--- config.mk ---
export PLATFORM = sky130hd
export DESIGN_NAME = sequenciador_consultas_flat
export DESIGN_NICKNAME = d
export VERILOG_FILES = /design/src/rtl/sequenciador_consultas_if.sv /design/src/rtl/sequenciador_consultas.sv /design/src/flat_wrapper.sv
export SDC_FILE = /design/constraint.sdc
export NUM_CORES = 1
export LEC_CHECK = 0
export BUFFER_PORTS_ARGS = -buffer_cell sky130_fd_sc_hd__buf_4
export CAP_MARGIN = 5
export CELL_PAD_IN_SITES_DETAIL_PLACEMENT = 0
export CELL_PAD_IN_SITES_GLOBAL_PLACEMENT = 2
export CORE_ASPECT_RATIO = 1.2
export CORE_MARGIN = 10
export CORE_UTILIZATION = 35
export DETAILED_ROUTE_END_ITERATION = 8
export PLACE_DENSITY = 0.7
export SYNTH_ARGS = -nofsm -noshare
export SYNTH_HDL_FRONTEND = slang
export SYNTH_SLANG_ARGS = --single-unit
export TNS_END_PERCENT = 20
--- constraint.sdc ---
create_clock -name clk -period 8.2 [get_ports clk]
set_clock_uncertainty 0.2 [all_clocks]
set_input_delay 1.23 -clock clk [delete_from_list [all_inputs] [get_ports clk]]
set_output_delay 1.23 -clock clk [all_outputs]
set_load 0.1 [all_outputs]
--- src/rtl/sequenciador_consultas_if.sv ---
// Host-side and core-side signal bundle for the query scheduler.
// slave is the scheduler's view; master is the host/core/testbench view.
interface sequenciador_consultas_if #(
    parameter int unsigned ADDR_WIDTH = 10
);
    // Query handshake
    logic                  req_valid_in;
    logic                  req_ready_out;
    logic [ADDR_WIDTH-1:0] req_fonte_in;
    logic [ADDR_WIDTH-1:0] req_destino_in;
    // Obstacle write handshake
    logic                  obs_wr_valid_in;
    logic                  obs_wr_ready_out;
    logic [ADDR_WIDTH-1:0] obs_wr_addr_in;
    logic                  obs_wr_data_in;
    // Core start and endpoints
    logic                  top_wr_fonte_out;
    logic [ADDR_WIDTH-1:0] top_addr_fonte_out;
    logic [ADDR_WIDTH-1:0] top_addr_destino_out;
    // Core obstacle map write
    logic                  obstaculos_wr_enable_out;
    logic [ADDR_WIDTH-1:0] obstaculos_wr_addr_out;
    logic                  obstaculos_wr_data_out;
    // Path nodes from the core
    logic                  gma_pronto_in;
    logic [ADDR_WIDTH-1:0] gma_read_data_in;
    // Result stream
    logic                  res_valid_out;
    logic                  res_ready_in;
    logic [ADDR_WIDTH-1:0] res_data_out;
    logic                  res_last_out;
    logic                  res_erro_out;
    logic                  ocupado_out;

    modport slave (
        input  req_valid_in, req_fonte_in, req_destino_in,
        input  obs_wr_valid_in, obs_wr_addr_in, obs_wr_data_in,
        input  gma_pronto_in, gma_read_data_in, res_ready_in,
        output req_ready_out, obs_wr_ready_out,
        output top_wr_fonte_out, top_addr_fonte_out, top_addr_destino_out,
        output obstaculos_wr_enable_out, obstaculos_wr_addr_out, obstaculos_wr_data_out,
        output res_valid_out, res_data_out, res_last_out, res_erro_out, ocupado_out
    );

    modport master (
        output req_valid_in, req_fonte_in, req_destino_in,
        output obs_wr_valid_in, obs_wr_addr_in, obs_wr_data_in,
        output gma_pronto_in, gma_read_data_in, res_ready_in,
        input  req_ready_out, obs_wr_ready_out,
        input  top_wr_fonte_out, top_addr_fonte_out, top_addr_destino_out,
        input  obstaculos_wr_enable_out, obstaculos_wr_addr_out, obstaculos_wr_data_out,
        input  res_valid_out, res_data_out, res_last_out, res_erro_out, ocupado_out
    );
endinterface

--- src/rtl/sequenciador_consultas.sv ---
// Query scheduler for the path-finding core: arbitrates obstacle writes against
// queries in IDLE, starts the core, and streams path nodes into a result FIFO
// terminated by a word carrying fonte, last=1 and the error flag.
module sequenciador_consultas #(
    parameter int unsigned ADDR_WIDTH     = 10,
    parameter int unsigned RES_DEPTH      = 16,
    parameter int unsigned TIMEOUT_CYCLES = 65535
) (
    input logic                    clk,
    input logic                    rst,
    sequenciador_consultas_if.slave bus
);
    localparam int unsigned PTR_W = $clog2(RES_DEPTH);
    localparam int unsigned CNT_W = PTR_W + 1;
    localparam int unsigned TMR_W = $clog2(TIMEOUT_CYCLES);
    localparam int unsigned WORD_W = ADDR_WIDTH + 2;
    localparam logic [TMR_W-1:0] TMR_MAX  = TMR_W'(TIMEOUT_CYCLES - 1);
    localparam logic [CNT_W-1:0] CNT_FULL = CNT_W'(RES_DEPTH);

    typedef enum logic [1:0] {StIdle, StIniciar, StAguarda, StFim} estado_t;

    estado_t               estado_q;
    logic [TMR_W-1:0]      timer_q;
    logic                  overflow_q;
    logic                  erro_q;
    logic [ADDR_WIDTH-1:0] fonte_q;
    logic [ADDR_WIDTH-1:0] destino_q;
    logic                  top_wr_q;
    logic                  obs_en_q;
    logic [ADDR_WIDTH-1:0] obs_addr_q;
    logic                  obs_data_q;

    // Result FIFO storage; word layout is {last, erro, data}
    logic [WORD_W-1:0]     mem [RES_DEPTH];
    logic [PTR_W-1:0]      rd_ptr_q;
    logic [PTR_W-1:0]      wr_ptr_q;
    logic [CNT_W-1:0]      count_q;

    logic                  full;
    logic                  empty;
    logic                  obs_acc;
    logic                  req_acc;
    logic                  node_ev;
    logic                  node_fim;
    logic                  push_req;
    logic [WORD_W-1:0]     push_word;
    logic                  push;
    logic                  pop;

    // Arbitration, node decode and FIFO push/pop selection
    always_comb begin
        full      = (count_q == CNT_FULL);
        empty     = (count_q == '0);
        obs_acc   = (estado_q == StIdle) && bus.obs_wr_valid_in;
        req_acc   = (estado_q == StIdle) && bus.req_valid_in && !bus.obs_wr_valid_in;
        node_ev   = (estado_q == StAguarda) && bus.gma_pronto_in;
        node_fim  = node_ev && (bus.gma_read_data_in == fonte_q);
        push_req  = 1'b0;
        push_word = '0;
        if (node_ev && !node_fim) begin
            push_req  = 1'b1;
            push_word = {1'b0, 1'b0, bus.gma_read_data_in};
        end else if (estado_q == StFim) begin
            push_req  = 1'b1;
            push_word = {1'b1, erro_q, fonte_q};
        end
        // A full FIFO refuses the push even if a pop happens in the same cycle
        push = push_req && !full;
        pop  = !empty && bus.res_ready_in;
    end

    // Scheduler FSM with registered core-facing outputs
    always_ff @(posedge clk or posedge rst) begin
        if (rst) begin
            estado_q   <= StIdle;
            timer_q    <= '0;
            overflow_q <= 1'b0;
            erro_q     <= 1'b0;
            fonte_q    <= '0;
            destino_q  <= '0;
            top_wr_q   <= 1'b0;
            obs_en_q   <= 1'b0;
            obs_addr_q <= '0;
            obs_data_q <= 1'b0;
        end else begin
            top_wr_q <= 1'b0;
            obs_en_q <= obs_acc;
            if (obs_acc) begin
                obs_addr_q <= bus.obs_wr_addr_in;
                obs_data_q <= bus.obs_wr_data_in;
            end
            unique case (estado_q)
                StIdle: begin
                    if (req_acc) begin
                        fonte_q   <= bus.req_fonte_in;
                        destino_q <= bus.req_destino_in;
                        top_wr_q  <= 1'b1;
                        estado_q  <= StIniciar;
                    end
                end
                StIniciar: begin
                    timer_q    <= '0;
                    overflow_q <= 1'b0;
                    estado_q   <= StAguarda;
                end
                StAguarda: begin
                    // A node in the expiry cycle takes precedence over the timeout
                    if (bus.gma_pronto_in) begin
                        if (node_fim) begin
                            erro_q   <= overflow_q;
                            estado_q <= StFim;
                        end else begin
                            timer_q <= '0;
                            if (full) begin
                                overflow_q <= 1'b1;
                            end
                        end
                    end else if (timer_q == TMR_MAX) begin
                        erro_q   <= 1'b1;
                        estado_q <= StFim;
                    end else begin
                        timer_q <= timer_q + TMR_W'(1);
                    end
                end
                StFim: begin
                    if (!full) begin
                        estado_q <= StIdle;
                    end
                end
                default: estado_q <= StIdle;
            endcase
        end
    end

    // FIFO pointers and occupancy
    always_ff @(posedge clk or posedge rst) begin
        if (rst) begin
            rd_ptr_q <= '0;
            wr_ptr_q <= '0;
            count_q  <= '0;
        end else begin
            if (push) begin
                wr_ptr_q <= wr_ptr_q + PTR_W'(1);
            end
            if (pop) begin
                rd_ptr_q <= rd_ptr_q + PTR_W'(1);
            end
            count_q <= count_q + CNT_W'(push) - CNT_W'(pop);
        end
    end

    // FIFO storage write; contents need no reset since reads are gated by empty
    always_ff @(posedge clk) begin
        if (push) begin
            mem[wr_ptr_q] <= push_word;
        end
    end

    assign bus.req_ready_out            = (estado_q == StIdle) && !bus.obs_wr_valid_in;
    assign bus.obs_wr_ready_out         = (estado_q == StIdle);
    assign bus.ocupado_out              = (estado_q != StIdle);
    assign bus.top_wr_fonte_out         = top_wr_q;
    assign bus.top_addr_fonte_out       = fonte_q;
    assign bus.top_addr_destino_out     = destino_q;
    assign bus.obstaculos_wr_enable_out = obs_en_q;
    assign bus.obstaculos_wr_addr_out   = obs_addr_q;
    assign bus.obstaculos_wr_data_out   = obs_data_q;
    assign bus.res_valid_out            = !empty;
    assign bus.res_data_out             = empty ? '0 : mem[rd_ptr_q][ADDR_WIDTH-1:0];
    assign bus.res_erro_out             = empty ? 1'b0 : mem[rd_ptr_q][ADDR_WIDTH];
    assign bus.res_last_out             = empty ? 1'b0 : mem[rd_ptr_q][ADDR_WIDTH+1];
endmodule

--- src/flat_wrapper.sv ---
// flat-port wrapper written by rule: the top's interface ports become plain ports
module sequenciador_consultas_flat 
#(
    parameter int unsigned ADDR_WIDTH     = 10,
    parameter int unsigned RES_DEPTH      = 16,
    parameter int unsigned TIMEOUT_CYCLES = 65535
)
  (clk, rst, bus_req_valid_in, bus_req_fonte_in, bus_req_destino_in, bus_obs_wr_valid_in, bus_obs_wr_addr_in, bus_obs_wr_data_in, bus_gma_pronto_in, bus_gma_read_data_in, bus_res_ready_in, bus_req_ready_out, bus_obs_wr_ready_out, bus_top_wr_fonte_out, bus_top_addr_fonte_out, bus_top_addr_destino_out, bus_obstaculos_wr_enable_out, bus_obstaculos_wr_addr_out, bus_obstaculos_wr_data_out, bus_res_valid_out, bus_res_data_out, bus_res_last_out, bus_res_erro_out, bus_ocupado_out);
  sequenciador_consultas_if #(.ADDR_WIDTH(ADDR_WIDTH)) bus_i ();
  input logic clk;
  input logic rst;
  input wire logic [$bits(bus_i.req_valid_in)-1:0] bus_req_valid_in;
  input wire logic [$bits(bus_i.req_fonte_in)-1:0] bus_req_fonte_in;
  input wire logic [$bits(bus_i.req_destino_in)-1:0] bus_req_destino_in;
  input wire logic [$bits(bus_i.obs_wr_valid_in)-1:0] bus_obs_wr_valid_in;
  input wire logic [$bits(bus_i.obs_wr_addr_in)-1:0] bus_obs_wr_addr_in;
  input wire logic [$bits(bus_i.obs_wr_data_in)-1:0] bus_obs_wr_data_in;
  input wire logic [$bits(bus_i.gma_pronto_in)-1:0] bus_gma_pronto_in;
  input wire logic [$bits(bus_i.gma_read_data_in)-1:0] bus_gma_read_data_in;
  input wire logic [$bits(bus_i.res_ready_in)-1:0] bus_res_ready_in;
  output wire logic [$bits(bus_i.req_ready_out)-1:0] bus_req_ready_out;
  output wire logic [$bits(bus_i.obs_wr_ready_out)-1:0] bus_obs_wr_ready_out;
  output wire logic [$bits(bus_i.top_wr_fonte_out)-1:0] bus_top_wr_fonte_out;
  output wire logic [$bits(bus_i.top_addr_fonte_out)-1:0] bus_top_addr_fonte_out;
  output wire logic [$bits(bus_i.top_addr_destino_out)-1:0] bus_top_addr_destino_out;
  output wire logic [$bits(bus_i.obstaculos_wr_enable_out)-1:0] bus_obstaculos_wr_enable_out;
  output wire logic [$bits(bus_i.obstaculos_wr_addr_out)-1:0] bus_obstaculos_wr_addr_out;
  output wire logic [$bits(bus_i.obstaculos_wr_data_out)-1:0] bus_obstaculos_wr_data_out;
  output wire logic [$bits(bus_i.res_valid_out)-1:0] bus_res_valid_out;
  output wire logic [$bits(bus_i.res_data_out)-1:0] bus_res_data_out;
  output wire logic [$bits(bus_i.res_last_out)-1:0] bus_res_last_out;
  output wire logic [$bits(bus_i.res_erro_out)-1:0] bus_res_erro_out;
  output wire logic [$bits(bus_i.ocupado_out)-1:0] bus_ocupado_out;
  assign bus_i.req_valid_in = bus_req_valid_in;
  assign bus_i.req_fonte_in = bus_req_fonte_in;
  assign bus_i.req_destino_in = bus_req_destino_in;
  assign bus_i.obs_wr_valid_in = bus_obs_wr_valid_in;
  assign bus_i.obs_wr_addr_in = bus_obs_wr_addr_in;
  assign bus_i.obs_wr_data_in = bus_obs_wr_data_in;
  assign bus_i.gma_pronto_in = bus_gma_pronto_in;
  assign bus_i.gma_read_data_in = bus_gma_read_data_in;
  assign bus_i.res_ready_in = bus_res_ready_in;
  assign bus_req_ready_out = bus_i.req_ready_out;
  assign bus_obs_wr_ready_out = bus_i.obs_wr_ready_out;
  assign bus_top_wr_fonte_out = bus_i.top_wr_fonte_out;
  assign bus_top_addr_fonte_out = bus_i.top_addr_fonte_out;
  assign bus_top_addr_destino_out = bus_i.top_addr_destino_out;
  assign bus_obstaculos_wr_enable_out = bus_i.obstaculos_wr_enable_out;
  assign bus_obstaculos_wr_addr_out = bus_i.obstaculos_wr_addr_out;
  assign bus_obstaculos_wr_data_out = bus_i.obstaculos_wr_data_out;
  assign bus_res_valid_out = bus_i.res_valid_out;
  assign bus_res_data_out = bus_i.res_data_out;
  assign bus_res_last_out = bus_i.res_last_out;
  assign bus_res_erro_out = bus_i.res_erro_out;
  assign bus_ocupado_out = bus_i.ocupado_out;
  sequenciador_consultas #(.ADDR_WIDTH(ADDR_WIDTH), .RES_DEPTH(RES_DEPTH), .TIMEOUT_CYCLES(TIMEOUT_CYCLES)) u_core (.clk(clk), .rst(rst), .bus(bus_i));
endmodule
After elaboration in Yosys (flattened, before gate mapping)
Memories as Yosys holds them, arrays and structs flattened.
Index checks and enable logic that the tools add are counted.
{ "classes": {"n_reduce_logical": 23, "n_eq_ne": 16, "n_addsub": 5, "muxes": 28} }
{ "ops": {"columns": ["cell", "count"], "rows": [
  ["16-bit 2-to-1 mux", 3],
  ["16-bit case mux with 2 select lines", 1],
  ["12-bit 2-to-1 mux", 2],
  ["16-bit by 1-bit adder with 16-bit output, second input constant", 1],
  ["16-bit equality test, second input constant", 1],
  ["1-bit 2-to-1 mux", 14],
  ["10-bit equality test", 1],
  ["10-bit 2-to-1 mux", 1],
  ["2-bit 2-to-1 mux", 5],
  ["1-bit logical AND", 9],
  ["3-bit != test, second input constant", 3],
  ["4-bit by 1-bit adder with 4-bit output, second input constant", 2],
  ["2-bit case mux with 4 select lines", 1],
  ["4-bit AND reduction", 2],
  ["2-bit by 1-bit != test with 1-bit output, second input constant", 3],
  ["2-bit != test, second input constant", 3],
  ["3-bit AND reduction", 2],
  ["2-bit nonzero test", 3],
  ["5-bit by 1-bit adder with 5-bit output", 1],
  ["5-bit equality test, second input constant", 1],
  ["5-bit zero test", 1],
  ["5-bit by 1-bit subtractor with 5-bit output", 1],
  ["2-bit equality test, second input constant", 2],
  ["1-bit zero test", 4],
  ["5 further kinds", 5]
]} }
{ "word_totals": {"mem_count": 1, "ramBits": 192, "reg_bits": 66, "inputBits": 47, "elab_cells": 86} }
{ "mem_list": {"columns": ["name", "depth", "width", "rd", "rd_ports_with_merged_regs", "wr", "line_no", "rtl"], "rows": [
  ["u_core.mem", 16, 12, 1, 0, 1, "sequenciador_consultas.sv:34", "logic [WORD_W-1:0] mem [RES_DEPTH];"]
]} }

Longest topological paths before layout
Gate-level depths: netlist of the first run.
{ "logic_depth": {"word_depth": 9, "depth_mapped": 16, "ltp_nobuf": 15} }

Worst setup path after synthesis of the first run
Ideal clock, no wire load.
{ "synth_timing": {"path_kind": "register to output", "startpoint": "reg u_core.estado_q[0]", "endpoint": "out bus_req_ready_out", "t_arrival_ns": 3.537, "required_time_ns": 6.770, "slack_ns": 3.233, "path_stages_with_launch": 5, "path_cell_list": "dfrtp_1 -> inv_1 -> ha_1 -> inv_1 -> nor2_1"} }
{ "synth_between": {"elab_chain_len": 2} }
{ "synth_lines": {"columns": ["item", "line_no", "rtl"], "rows": [
  ["from (decl)", "sequenciador_consultas.sv:22", "estado_t estado_q;"],
  ["from (signal assigned)", "sequenciador_consultas.sv:75", "estado_q <= StIdle;"],
  ["from (signal assigned)", "sequenciador_consultas.sv:98", "estado_q <= StIniciar;"],
  ["from (signal assigned)", "sequenciador_consultas.sv:104", "estado_q <= StAguarda;"],
  ["2-bit zero test", null, null],
  ["via bus_obs_wr_ready_out", "flat_wrapper.sv:22", "output wire logic [$bits(bus_i.obs_wr_ready_out)-1:0] bus_obs_wr_ready_out;"],
  ["1-bit logical AND", "sequenciador_consultas.sv:159", "assign bus.req_ready_out = (estado_q == StIdle) && !bus.obs_wr_valid_in;"],
  ["to (decl)", "flat_wrapper.sv:21", "output wire logic [$bits(bus_i.req_ready_out)-1:0] bus_req_ready_out;"]
]} }
The timed path passes the listed nets, and every way through them passes these cells.

Worst setup path in the final report of the first run
{ "layout_timing": {"startpoint": "reg u_core.rd_ptr_q[0]", "endpoint": "out bus_res_data_out[2]"} }
{ "layout_between": {"elab_chain_len": 2} }
{ "layout_lines": {"columns": ["item", "line_no", "rtl"], "rows": [
  ["from (decl)", "sequenciador_consultas.sv:35", "logic [PTR_W-1:0] rd_ptr_q;"],
  ["from (signal assigned)", "sequenciador_consultas.sv:146", "rd_ptr_q <= rd_ptr_q + PTR_W'(1);"],
  ["memory read 16 x 12 bit", null, null],
  ["10-bit 2-to-1 mux", "sequenciador_consultas.sv:169", "assign bus.res_data_out = empty ? '0 : mem[rd_ptr_q][ADDR_WIDTH-1:0];"],
  ["to (decl)", "flat_wrapper.sv:30", "output wire logic [$bits(bus_i.res_data_out)-1:0] bus_res_data_out;"]
]} }
No other way between the ends.

==> impl_metrics.yaml, run 1 <==
worst_setup_path:
  required_ns: 6.77
  path_max_fanout: 27
  ff2ff_path_depth: 13
  r2r-end: "u_core.count_q[4]"
  timing.rr.start: "u_core.bus.top_addr_fonte_out[3]"
  endpoint_kind: "output port"
  path_class: "register to output port"
  rrSetupSlack_ns: 4.42
  arrival_ns: 3.57
  start_kind: "register"
timing:
  drv_slew: 0
  fmax_mhz: 200
  rsz0062_at_grt: "false"
  worst_pin_slew_ns: 1.22
  setup_ws_ns: 3.20
  setup_tns_ns: 0
  finalCriticalPeriod_ns: 5.00
  hold_viol: 0
  setup_viol: 0
  fin_crit_sh_pct: 60.9
  relSlewSlack_pct: 17.9
synthesis:
  async_reset_ff_share_pct: 25.6
  syn_area_mm2: 0.0108
  yosysTopAreaCellShare_pct: 53.3
  synth_ff_type: "edfxtp_1"
  synth_top_cells_by_area: "edfxtp_1, dfrtp_1, mux4_2"
  synth-edff-count: 192
  synth_largest_area_cell: "edfxtp_1"
  synth_warnings: 0
  yosysSeqAreaShare_pct: 68.6
  synth_fp_nets: 746
  synth.avg_cell_area_um2: 15.9
  synth_cells: 680
  ys_ff_latch: 258
  synth.most_common_cell: "edfxtp_1"
  yosys-top-cells-count: "edfxtp_1, nand2_1, dfrtp_1, mux4_2, o21ai_0"
  synthDistinctLibCells: 45
place:
  place_hpwl_um: 16800
  port_buffers: 95
  gp_congestion: 0.766
  dp_slack_ns: 3.55
clocking:
  cts_tree: "yes"
  ctsResizeCount: 0
  clock_sinks: 258
  root_buffer: "clkbuf_16"
  htreeDepth: 1
  postCtsHoldBufs: 0
  clkSlewWorstSetupHoldPaths_ns: 0.06
  cts_made_buffers: 26
  post_cts_buffers: 0
  clock_latency_ns: 0.52
  clockBufferDepth: 3
global_routing:
  groute.usage.overall_pct: 13.1
  grt_max_degree: 67
  grt_pass1_wl_um: 40100
  grt_pass1_vias: 6792
  antenna_found_initial: 0
  grt_overflow: 0
hold_path:
  holdPathStages: 2
  min_from: "u_core.bus.top_addr_destino_out[3]"
  hold_end: "u_core.bus.top_addr_destino_out[3]"
  hold_path_class: "register to register"
drt:
  drt_first_iter_violations: 344
  wirelength_um: 25200
  firstDrtPassIters: 4
  drtAntennaViolNets: 0
  avgViaCountPerCell: 5.06
  post_drt_wl_per_cell_um: 20.8
  drc: 0
  vias: 6126
run:
  maxCapViolCount: 0
die:
  die_w_um: 180
  rows: 70
  die_h_um: 213
  die-area_mm2: 0.0383
  start_util_pct: 35.5
  core_mm2: 0.0305
  io_pins: 96
final_layout:
  n_antenna_cell: 0
  drive_above_1_share_pct: 30.5
  nNetsFinal: 860
  area_delta_synth_final_pct: 20.8
status:
  status: "finished clean"
==> per-layer routing <==
metal  up-vias  global-route usage, %  part of all wire, %
met3        26                   3.81                  7.1
li1       2797                      -                    -
met1      3142                   16.0                   42
met2       161                   22.4                   49
met4         0                   3.45                  1.9
met5         -                      0                    0
==> stage by stage <==
stage,cells,hold WS (ns),cell area (um2),utilization (%)
after floorplan,680,0.245,10800,-
after global placement,1158,0.262,12100,39.7
after detailed placement,1160,0.264,12100,39.8
after CTS,1208,0.285,13000,42.8
after global routing,1210,0.299,13100,42.9
final,1210,0.283,13100,42.9
==> layout make-up <==
| class | count | area (um2) |
|---|---|---|
| Tap cell | 396 | 495 |
| Timing Repair Buffer | 122 | 923 |
| Multi-Input combinational cell | 360 | 3210 |
| Fill cell | 2765 | 17400 |
| Inverter | 26 | 97.6 |
| Sequential cell | 258 | 7420 |
| Clock inverter | 12 | 188 |
| Clock buffer | 36 | 729 |
==> critical path, stage by stage, from the launching register on <==
cell	delay, ns
dfrtp_2	1.00
buf_4	0.57
mux4_2	0.58
mux4_2	0.48
nor2b_1	0.15
buf_4	0.24
==> kinds of logic after synthesis <==
family / after synthesis / synth area share, %
multiplexers: 74 / 13.9
adder cells (fa/ha/maj): 19 / 2.27
AO/OA/AOI/OAI: 59 / 3.41
buffers and inverters: 62 / 2.26
AND/OR/NAND/NOR: 188 / 7.89
XOR/XNOR: 20 / 1.62
flip-flops: 258 / 68.6
==> registers in the layout, summed over array words and instances, names as in the netlist <==
signal                               flops
u_core.bus.top_wr_fonte_out              1
u_core.rd_ptr_q                          4
u_core.bus.obstaculos_wr_data_out        1
u_core.overflow_q                        1
u_core.bus.top_addr_destino_out         10
u_core.count_q                           5
u_core.estado_q                          2
u_core.bus.obstaculos_wr_enable_out      1
u_core.wr_ptr_q                          4
u_core.timer_q                          16
u_core.bus.obstaculos_wr_addr_out       10
u_core.erro_q                            1
u_core.bus.top_addr_fonte_out           10
u_core.mem                             192
==> placed cells by master, fill, tap and decap left out, drive strengths merged, types with 3 or more instances in the layout <==
| cell | synthesis | layout |
|---|---|---|
| edfxtp | 192 | 192 |
| buf | 9 | 122 |
| nand2 | 107 | 107 |
| dfrtp | 66 | 66 |
| mux4 | 60 | 60 |
| clkbuf | 27 | 36 |
| o21ai | 31 | 31 |
| inv | 26 | 26 |
| nor2 | 18 | 18 |
| xnor2 | 18 | 18 |
| ha | 18 | 18 |
| nor2b | 14 | 14 |
| mux2 | 13 | 13 |
| nand3 | 12 | 12 |
| nand4 | 10 | 10 |
| nor3 | 10 | 10 |
| o31ai | 7 | 7 |
| clkinv | 0 | 6 |
| a21oi | 5 | 5 |
| bufinv | 0 | 5 |
| nor4b | 4 | 4 |
| and2 | 3 | 3 |
| a31oi | 3 | 3 |
==> worst max-delay path by stage <==
stage | from | endpoint | cells past startpoint
floorplan | u_core.estado_q[0] | bus_req_ready_out | 4
global placement | bus_gma_read_data_in[1] | u_core.count_q[4] | 14
detailed placement | bus_gma_read_data_in[1] | u_core.count_q[4] | 14
CTS | u_core.rd_ptr_q[0] | bus_res_data_out[2] | 5
global route | u_core.rd_ptr_q[0] | bus_res_data_out[2] | 5
finish | u_core.rd_ptr_q[0] | bus_res_data_out[2] | 5
Power of run 1 is not shown: default switching activity piles up to over one toggle a cycle in this logic, so the estimate is an artifact.
==> inputs of run 2 (changes only) <==
--- a/config.mk
+++ b/config.mk
@@ -5,6 +5,7 @@
 export SDC_FILE = /design/constraint.sdc
 export NUM_CORES = 1
 export LEC_CHECK = 0
+export ABC_AREA = 1
 export BUFFER_PORTS_ARGS = -buffer_cell sky130_fd_sc_hd__buf_4
 export CAP_MARGIN = 5
 export CELL_PAD_IN_SITES_DETAIL_PLACEMENT = 0
@@ -13,7 +14,7 @@
 export CORE_MARGIN = 10
 export CORE_UTILIZATION = 35
 export DETAILED_ROUTE_END_ITERATION = 8
-export PLACE_DENSITY = 0.7
+export PLACE_DENSITY = 0.76
 export SYNTH_ARGS = -nofsm -noshare
 export SYNTH_HDL_FRONTEND = slang
 export SYNTH_SLANG_ARGS = --single-unit
==> constraint.sdc (replaced) <==
create_clock -name clk -period 4.9 [get_ports clk]
set_clock_uncertainty 0.2 [all_clocks]
set_input_delay 0.735 -clock clk [delete_from_list [all_inputs] [get_ports clk]]
set_output_delay 0.735 -clock clk [all_outputs]
set_load 0.1 [all_outputs]
==> run 2 against run 1 <==
Cell area grew 2.4%. Critical path depth grew 2. Count of clock-buffer cells in the layout grew 1. Sequential share of layout area shrank 1.4 points. First-iteration DRC count grew 37%. Area after synthesis grew 4.9%. Cell count grew 30%. Sequential cell count is the same. Global-route usage grew 2.3 points.
==> impl_metrics.yaml, run 2 <==
status:
  status: "finished clean"
global_routing:
  groute.usage.overall_pct: 15.5
  grt_pass1_wl_um: 48300
  grt_max_degree: 66
  grt_overflow: 0
  grt_pass1_vias: 8049
  antenna_found_initial: 0
synthesis:
  synth-edff-count: 192
  async_reset_ff_share_pct: 25.6
  synth_warnings: 0
  syn_area_mm2: 0.0113
  ys_ff_latch: 258
  synth_fp_nets: 1107
  synth_ff_type: "edfxtp_1"
  yosysSeqAreaShare_pct: 65.4
  synth_top_cells_by_area: "edfxtp_1, dfrtp_1, nand2_1"
  synth_largest_area_cell: "edfxtp_1"
  yosysTopAreaCellShare_pct: 50.8
  synth.avg_cell_area_um2: 10.9
  synthDistinctLibCells: 37
  yosys-top-cells-count: "edfxtp_1, nand2_1, nor2_1, o21ai_0, inv_1"
  synth_cells: 1041
  synth.most_common_cell: "edfxtp_1"
die:
  start_util_pct: 35.3
  io_pins: 96
  rows: 72
  core_mm2: 0.0322
  die_w_um: 184
  die-area_mm2: 0.0400
  die_h_um: 217
power:
  p_leak_nw: 5.23
  clkPwrFrac_pct: 19.9
  p_comb_share_pct: 48.9
  pwr-share-seq_pct: 31.3
  power.density_mw_per_mm2: 733
  internal-power_w: 0.00497
  switching_share_pct: 49.3
  peakVddDrop_mv: 0.611
  net-switching-power_w: 0.00484
drt:
  wirelength_um: 31200
  firstDrtPassIters: 5
  drc: 0
  drtAntennaViolNets: 0
  post_drt_wl_per_cell_um: 19.8
  drt_first_iter_violations: 471
  avgViaCountPerCell: 5.05
  vias: 7943
worst_setup_path:
  required_ns: 3.96
  arrival_ns: 3.03
  start_kind: "register"
  endpoint_kind: "output port"
  path_max_fanout: 65
  setup.worst_path.start: "u_core.rd_ptr_q[0]"
  path_class: "register to output port"
  timing.rr.start: "u_core.estado_q[0]"
place:
  gp_congestion: 0.761
  port_buffers: 95
  place_hpwl_um: 19600
  dp_slack_ns: 1.22
clocking:
  cts_tree: "yes"
  postCtsHoldBufs: 0
  clkSlewWorstSetupHoldPaths_ns: 0.06
  cts_made_buffers: 28
  clockBufferDepth: 3
  post_cts_buffers: 0
  ctsResizeCount: 0
  htreeDepth: 1
  clock_sinks: 258
  root_buffer: "clkbuf_16"
  clock_latency_ns: 0.54
run:
  maxCapViolCount: 0
final_layout:
  largest_reg_flops: 192
  fillers: 3139
  n_antenna_cell: 0
  largestRegisters: "u_core.mem: 192 flops, u_core.timer_q: 16 flops"
  multiInputGateArea_mm2: 0.00337
  regMostFlops: "u_core.mem"
  mostFrequentLayoutCells: "edfxtp_1, nand2_1, nor2_1, buf_4, o21ai_0"
  layout_commonest_cell: "edfxtp_1"
  nNetsFinal: 1210
  drive_above_1_share_pct: 17.9
  area_delta_synth_final_pct: 17.9
  seqCellArea_mm2: 0.00742
timing:
  relSlewSlack_pct: 9.70
  worst_pin_slew_ns: 1.35
  drv_slew: 0
  fmax_mhz: 252
  hold_viol: 0
  setup_tns_ns: 0
  setup_viol: 0
  finalCriticalPeriod_ns: 3.96
  fin_crit_sh_pct: 80.9
  rsz0062_at_grt: "false"
  setup_ws_ns: 0.936
hold_path:
  hold_path_class: "input port to asynchronous set/reset pin"
-- run 2: metal layers --
metal / up-vias / routed length (um) / GRT usage [%]
met1: 3879 / 13100 / 19.2
met4: 0 / 664 / 3.80
li1: 3822 / - / -
met3: 44 / 1920 / 3.37
met2: 198 / 15500 / 26.7
met5: - / 0 / 0
-- run 2: power by group through the flow --
stage                     clock, W  combinational (W)  sequential (W)
after floorplan                  0            0.00282         0.00392
after global placement           0            0.00484         0.00310
after detailed placement         0            0.00486         0.00311
after CTS                  0.00199            0.00487         0.00307
after global routing       0.00208            0.00517         0.00311
final                      0.00195            0.00479         0.00307
-- run 2: final timing paths --
check	depth (start not counted)	slack, ns	endpoint
hold reg to reg	2	0.27	u_core.bus.top_addr_destino_out[4]
min in group clk	3	0.19	u_core.bus.obstaculos_wr_addr_out[1]
max in group asynchronous	3	3.42	u_core.bus.top_addr_fonte_out[4]
setup reg to reg	7	1.35	u_core.mem[15][9]
setup / recovery	7	0.94	bus_res_data_out[7]
hold / removal	2	0.17	u_core.bus.obstaculos_wr_addr_out[7]
-- run 2: metrics by stage --
stage               cell area, um2  cells  util (%)  hold WS [ns]  total power, W
floorplan                    11300   1041         -         0.267         0.00674
global placement             12500   1521      39.0         0.255         0.00794
detailed placement           12500   1521      39.0         0.260         0.00797
CTS                          13400   1572      41.6         0.168         0.00993
global route                 13400   1572      41.6         0.182          0.0104
finish                       13400   1572      41.6         0.165         0.00981
-- run 2: logic make-up (layout without fill, tap and decap cells) --
kind of cell    after synthesis  in the layout  synth area share, %
fa+ha+maj                    19             19                 2.16
buf+inv                     126            250                 4.91
xor+xnor                     12             12                0.926
simple gates                419            419                 15.4
compound gates              207            207                 11.2
flops                       258            258                 65.4
-- run 2: worst max-delay path, cell delays in order (launching register included) --
cell and delay, ns:
dfrtp_2 0.61, inv_2 0.40, buf_12 0.32, o21ai_0 0.12, o211ai_1 0.18, nand3_1 0.09, a21oi_1 0.34, buf_4 0.36
-- run 2: final cells by class --
type	count	area share, %
clock buffers	37	5.72
multi-input cells	657	25.2
repair buffers	127	7.22
inverters	72	2.02
flip-flops and latches	258	55.4
clock inverters	14	0.570
well taps	407	3.81
No activity file was read; power rests on OpenSTA's default activity.
